## src/rtl/clk_div_monitor.sv

```systemverilog
// -----------------------------------------------------------------------------
// clk_div_monitor
//
// Single-shot period / high-time meter for a slow periodic signal (typically
// the output of the clock divider). The signal is synchronised into the clk
// domain and edge-detected. One measurement is armed per start pulse. The
// result is then offered over a valid/ready handshake.
//
// Optional feature macro: CLK_DIV_MON_TIMEOUT_EN
//   defined   : ARM also counts, and gives up with ovf=1 when the counter
//               saturates before any rising edge is seen.
//   undefined : ARM waits for a rising edge indefinitely.
//
// Parameters
//   CNT_W        width of the counter and of the period/high_time results
//   SYNC_STAGES  synchroniser depth on sig_in (2 or more)
//
// Ports
//   clk         in   sampling clock, all logic on posedge
//   rst         in   asynchronous active-high reset
//   start       in   one-cycle arm request, honoured only in IDLE
//   sig_in      in   asynchronous signal under test
//   busy        out  high while ARM, HIGH or LOW
//   meas_valid  out  result available (DONE state)
//   meas_ready  in   consumer accepts the result
//   period      out  cycles between consecutive sampled rising edges
//   high_time   out  cycles from sampled rising to sampled falling edge
//   ovf         out  measurement aborted (saturation or timeout)
//   dbg_state   out  current FSM state encoding, for observation only
//
// Handshake: meas_valid is asserted in DONE and held, with period,
// high_time and ovf stable, until a cycle where meas_valid & meas_ready are
// both high. That cycle is the transfer. meas_valid is low from the next
// cycle. meas_ready has no effect while meas_valid is low.
// -----------------------------------------------------------------------------
module clk_div_monitor #(
   parameter int CNT_W       = 16,
   parameter int SYNC_STAGES = 2
) (
   input  logic             clk,
   input  logic             rst,
   input  logic             start,
   input  logic             sig_in,
   output logic             busy,
   output logic             meas_valid,
   input  logic             meas_ready,
   output logic [CNT_W-1:0] period,
   output logic [CNT_W-1:0] high_time,
   output logic             ovf,
   output logic [2:0]       dbg_state
);

   typedef enum logic [2:0] {
      S_IDLE = 3'd0,
      S_ARM  = 3'd1,
      S_HIGH = 3'd2,
      S_LOW  = 3'd3,
      S_DONE = 3'd4
   } state_t;

   localparam logic [CNT_W-1:0] CNT_MAX = '1;
   localparam logic [CNT_W-1:0] CNT_ONE = {{(CNT_W-1){1'b0}}, 1'b1};

   state_t               state;
   state_t               state_nxt;
   logic [SYNC_STAGES-1:0] sync_q;
   logic                 s;
   logic                 s_d;
   logic                 rise;
   logic                 fall;
   logic [CNT_W-1:0]     cnt;
   logic                 cnt_at_max;

   // ---------------------------------------------------------------
   // Synchroniser and edge detection
   // ---------------------------------------------------------------
   always_ff @(posedge clk or posedge rst) begin
      if (rst) begin
         sync_q <= '0;
         s_d    <= 1'b0;
      end else begin
         sync_q <= {sync_q[SYNC_STAGES-2:0], sig_in};
         s_d    <= sync_q[SYNC_STAGES-1];
      end
   end

   assign s    = sync_q[SYNC_STAGES-1];
   assign rise = s & ~s_d;
   assign fall = ~s & s_d;

   assign cnt_at_max = (cnt == CNT_MAX);

   // ---------------------------------------------------------------
   // FSM: state register
   // ---------------------------------------------------------------
   always_ff @(posedge clk or posedge rst) begin
      if (rst) state <= S_IDLE;
      else     state <= state_nxt;
   end

   // ---------------------------------------------------------------
   // FSM: next state
   // Saturation is tested before edges in HIGH/LOW. This means an edge that
   // coincides with an all-ones count still reports an overflow, and the
   // counter never wraps into the next phase.
   // ---------------------------------------------------------------
   always_comb begin
      state_nxt = state;
      case (state)
         S_IDLE: if (start) state_nxt = S_ARM;
         S_ARM: begin
            if (rise) state_nxt = S_HIGH;
`ifdef CLK_DIV_MON_TIMEOUT_EN
            else if (cnt_at_max) state_nxt = S_DONE;
`endif
         end
         S_HIGH: begin
            if (cnt_at_max) state_nxt = S_DONE;
            else if (fall)  state_nxt = S_LOW;
         end
         S_LOW: begin
            if (cnt_at_max) state_nxt = S_DONE;
            else if (rise)  state_nxt = S_DONE;
         end
         S_DONE: if (meas_ready) state_nxt = S_IDLE;
         default: state_nxt = S_IDLE;
      endcase
   end

   // ---------------------------------------------------------------
   // FSM: outputs
   // ---------------------------------------------------------------
   always_comb begin
      busy       = 1'b0;
      meas_valid = 1'b0;
      case (state)
         S_ARM, S_HIGH, S_LOW: busy       = 1'b1;
         S_DONE:               meas_valid = 1'b1;
         default: ;
      endcase
   end

   assign dbg_state = state;

   // ---------------------------------------------------------------
   // Counter and result registers
   // cnt is 1 in the cycle after the rise. This makes the value present in
   // the fall (or next rise) cycle equal to the distance from the rise.
   // ---------------------------------------------------------------
   always_ff @(posedge clk or posedge rst) begin
      if (rst) begin
         cnt       <= '0;
         period    <= '0;
         high_time <= '0;
         ovf       <= 1'b0;
      end else begin
         case (state)
            S_IDLE: cnt <= '0;
            S_ARM: begin
               if (rise) begin
                  cnt <= CNT_ONE;
               end
`ifdef CLK_DIV_MON_TIMEOUT_EN
               else if (cnt_at_max) begin
                  period    <= CNT_MAX;
                  high_time <= CNT_MAX;
                  ovf       <= 1'b1;
               end else begin
                  cnt <= cnt + CNT_ONE;
               end
`endif
            end
            S_HIGH: begin
               if (cnt_at_max) begin
                  period    <= CNT_MAX;
                  high_time <= CNT_MAX;
                  ovf       <= 1'b1;
               end else begin
                  cnt <= cnt + CNT_ONE;
                  if (fall) high_time <= cnt;
               end
            end
            S_LOW: begin
               if (cnt_at_max) begin
                  // high_time keeps the value latched at the fall
                  period <= CNT_MAX;
                  ovf    <= 1'b1;
               end else begin
                  cnt <= cnt + CNT_ONE;
                  if (rise) begin
                     period <= cnt;
                     ovf    <= 1'b0;
                  end
               end
            end
            default: ;
         endcase
      end
   end

endmodule

```

## config.mk

```make
export PLATFORM = sky130hd
export DESIGN_NAME = clk_div_monitor
export DESIGN_NICKNAME = d
export VERILOG_FILES = /design/src/rtl/clk_div_monitor.sv
export SDC_FILE = /design/constraint.sdc
export NUM_CORES = 1
export LEC_CHECK = 0
export BUFFER_PORTS_ARGS = -buffer_cell sky130_fd_sc_hd__clkbuf_2
export CORE_UTILIZATION = 48
export DETAILED_ROUTE_END_ITERATION = 16
export GPL_ROUTABILITY_DRIVEN = 0
export PLACE_DENSITY = 0.74
export SYNTH_ARGS = -nofsm -noshare
export SYNTH_HDL_FRONTEND = slang
export SYNTH_SLANG_ARGS = --single-unit
```

## constraint.sdc

```tcl
create_clock -name clk -period 4.9 [get_ports clk]
set_clock_uncertainty 0.1 [all_clocks]
set_input_delay 1.225 -clock clk [delete_from_list [all_inputs] [get_ports clk]]
set_output_delay 1.225 -clock clk [all_outputs]
set_load 0.005 [all_outputs]
```

==> flow_summary.json <==
{
  "status": "finished clean",
  "hold_viol": 0,
  "tritoncts": "built",
  "cp.depth": 5,
  "cp_max_fo": 17,
  "synthCells": 239,
  "required_ps": 5000,
  "wl_per_cell_um": 15.5,
  "netlist_top_cells_area": "dfrtp_1 (52%), mux2i_1 (6.9%), mux2_2 (6.9%)",
  "crit_chain": "ha_1 > nand3_2 > or4_4 > a21oi_4 > mux2_2",
  "post_cts_buffers": 0,
  "antenna_found_initial": 0,
  "grt_util_all_layers_pct": 20.5,
  "coreArea_um2": 5170,
  "yosysTopAreaCellShare_pct": 52.4,
  "area_delta_synth_final_pct": 13.3,
  "clk_path_buf_depth": 2,
  "clkSinkCount": 55,
  "hold_slack_ps": 257,
  "r2r_slack_ps": 2180,
  "cts-root-buf": "clkbuf_8",
  "first_pass_iters": 4,
  "fmax_mhz": 367,
  "fill_cells": 457,
  "vias": 1942,
  "wirelength_um": 5410,
  "crit_arrival_ps": 2830,
  "vias_per_cell": 5.58,
  "rsz0062_at_grt": "no",
  "insertion_delay_ps": 310,
  "grt_first_pass_wirelength_um": 9230,
  "numCtsBuffers": 5,
  "rows": 26,
  "insertedDiodeCount": 0,
  "endpoint_kind": "register",
  "setup_tns_ps": 0,
  "seq_area_um2": 1380,
  "ys_top_cells_by_count": "dfrtp_1 (55), inv_1 (19), nor2_1 (19)",
  "reg2reg_depth": 5,
  "grt_max_degree": 56,
  "grt_pass1_vias": 1860,
  "r2r_start": "cnt[0]",
  "avgSynthCellArea_um2": 11.0,
  "crit_end": "period[1]",
  "synthArstFlopShare_pct": 100,
  "clk_pin_slew_ps": 90,
  "synth.most_common_cell": "dfrtp_1",
  "drt_iter0_drc": 90,
  "ys_types": 41,
  "critical_path.top_delay_family": "simple AND/OR/NAND/NOR gates",
  "reg2reg_to": "period[1]",
  "htree_levels": 2,
  "hp-class": "register to register",
  "layout-drive-gt1-share_pct": 27.7,
  "synth_edf_count": 0,
  "cp_slowest_cell": "a21oi_4",
  "leakage_nw": 1.46,
  "powerDensity_nw_per_um2": 432,
  "worstSetupPathType": "register to register",
  "worst_pin_slew_ps": 1130,
  "ir_drop_v": 0.000192,
  "slowest_delay_ps": 610,
  "maxCapViolations": 0,
  "grt_overflow": 0,
  "setup_viol": 0,
  "ant_nets": 0,
  "netlist_area_um2": 2630,
  "maxSlewHeadroom_pct": 24.7,
  "cp-start-kind": "register",
  "multi_input_area_um2": 1110,
  "finalCriticalPeriod_ps": 2720,
  "cp_num_buf_inv": 0,
  "fp.dieH_um": 76.0,
  "startpoint": "cnt[0]",
  "ys_ff_latch": 55,
  "syn_nets": 245,
  "die_w_um": 76.0,
  "fin_nets": 283,
  "yosys_warnings": 0,
  "hpwl_um": 3670,
  "synthFlopType": "dfrtp_1",
  "drc_errors": 0,
  "portBuffers": 42,
  "die_area_um2": 5770,
  "slew_viol_final": 0,
  "yosysSeqAreaShare_pct": 52.4,
  "io_pins": 43,
  "initial_core_util_pct": 50.7,
  "cts_hold_buf": 0,
  "yosysTopAreaCell": "dfrtp_1",
  "period_share_pct": 55.6,
  "cts-resized-gates": 0
}
worst reg2reg max path: stages (launching register included):
cell and delay, ps:
dfrtp_1 450, ha_1 250, nand3_2 200, or4_4 600, a21oi_4 610, mux2_2 420
report_power, final:
group,internal [W],leakage (nW),switching [W]
sequential,0.000540,0.694,0.0000790
combinational,0.000173,0.715,0.000235
clock,0.000116,0.0484,0.000143
placed cells by master, fill, tap and decap left out, types with 2 or more instances in the layout:
cell type / synthesis / final
nand4_1: 5 / 5
inv_1: 19 / 18
nor4_1: 4 / 4
nand2b_1: 5 / 5
mux2_2: 16 / 16
o31ai_1: 13 / 13
and4_1: 2 / 2
clkbuf_8: 0 / 6
or3_1: 4 / 4
o21ai_0: 5 / 5
mux2i_1: 18 / 18
nor2_1: 19 / 19
dfrtp_1: 55 / 55
a21o_1: 2 / 2
a211o_1: 2 / 2
nand3_1: 3 / 3
buf_4: 0 / 3
nand2_1: 13 / 13
a21oi_1: 9 / 9
nor2b_1: 3 / 3
or4_1: 9 / 9
clkbuf_2: 0 / 42
flip-flops by register name, indices dropped and copies added, names as in the netlist:
signal / count
cnt: 16
dbg_state: 3
high_time: 16
ovf: 1
period: 16
s_d: 1
sync_q: 2
metal layers:
layer	vias to the layer above	wire, um	track usage, %
li1	932	-	-
met1	962	2510	28.6
met2	41	2630	31.6
met3	7	193	4.10
met4	0	72	7.88
met5	-	0	0
logic make-up after synthesis:
logic type                 after synthesis  share of synthesized area, %
AOI/OAI and AO/OA                       40                          10.8
muxes                                   34                          13.7
buffers and inverters                   33                          5.24
adders and majority gates                1                         0.477
and+or+nand+nor                         76                          17.3
DFF                                     55                          52.4
final cells by class:
class	instances	area share [%]
clock inverter	1	0.294
clock buffer	7	2.90
multi-input combinational	151	37.4
timing repair buffer	45	7.82
inverter	19	2.40
tap	70	2.94
sequential	55	46.3
worst min path at each step:
| stage | from | depth (start not counted) | endpoint |
|---|---|---|---|
| 2_1_floorplan | sync_q[0] | 0 | sync_q[1] |
| 3_3_place_gp | sync_q[0] | 0 | sync_q[1] |
| 3_5_place_dp | sync_q[0] | 0 | sync_q[1] |
| 4_1_cts | sync_q[0] | 0 | sync_q[1] |
| 5_1_grt | sync_q[0] | 0 | sync_q[1] |
| 6_report | sync_q[0] | 0 | sync_q[1] |
stage by stage:
stage / cells / util, % / setup WS [ps] / area (um2) / power (W)
2_1_floorplan: 239 / - / 2230 / 2630 / 0.000877
3_3_place_gp: 340 / 55.7 / 2250 / 2880 / 0.00103
3_5_place_dp: 340 / 55.7 / 2170 / 2880 / 0.00104
4_1_cts: 348 / 57.5 / 2150 / 2970 / 0.00130
5_1_grt: 348 / 57.5 / 2040 / 2970 / 0.00138
6_report: 348 / 57.5 / 2180 / 2970 / 0.00129
Power figures use the tool's default switching activity.
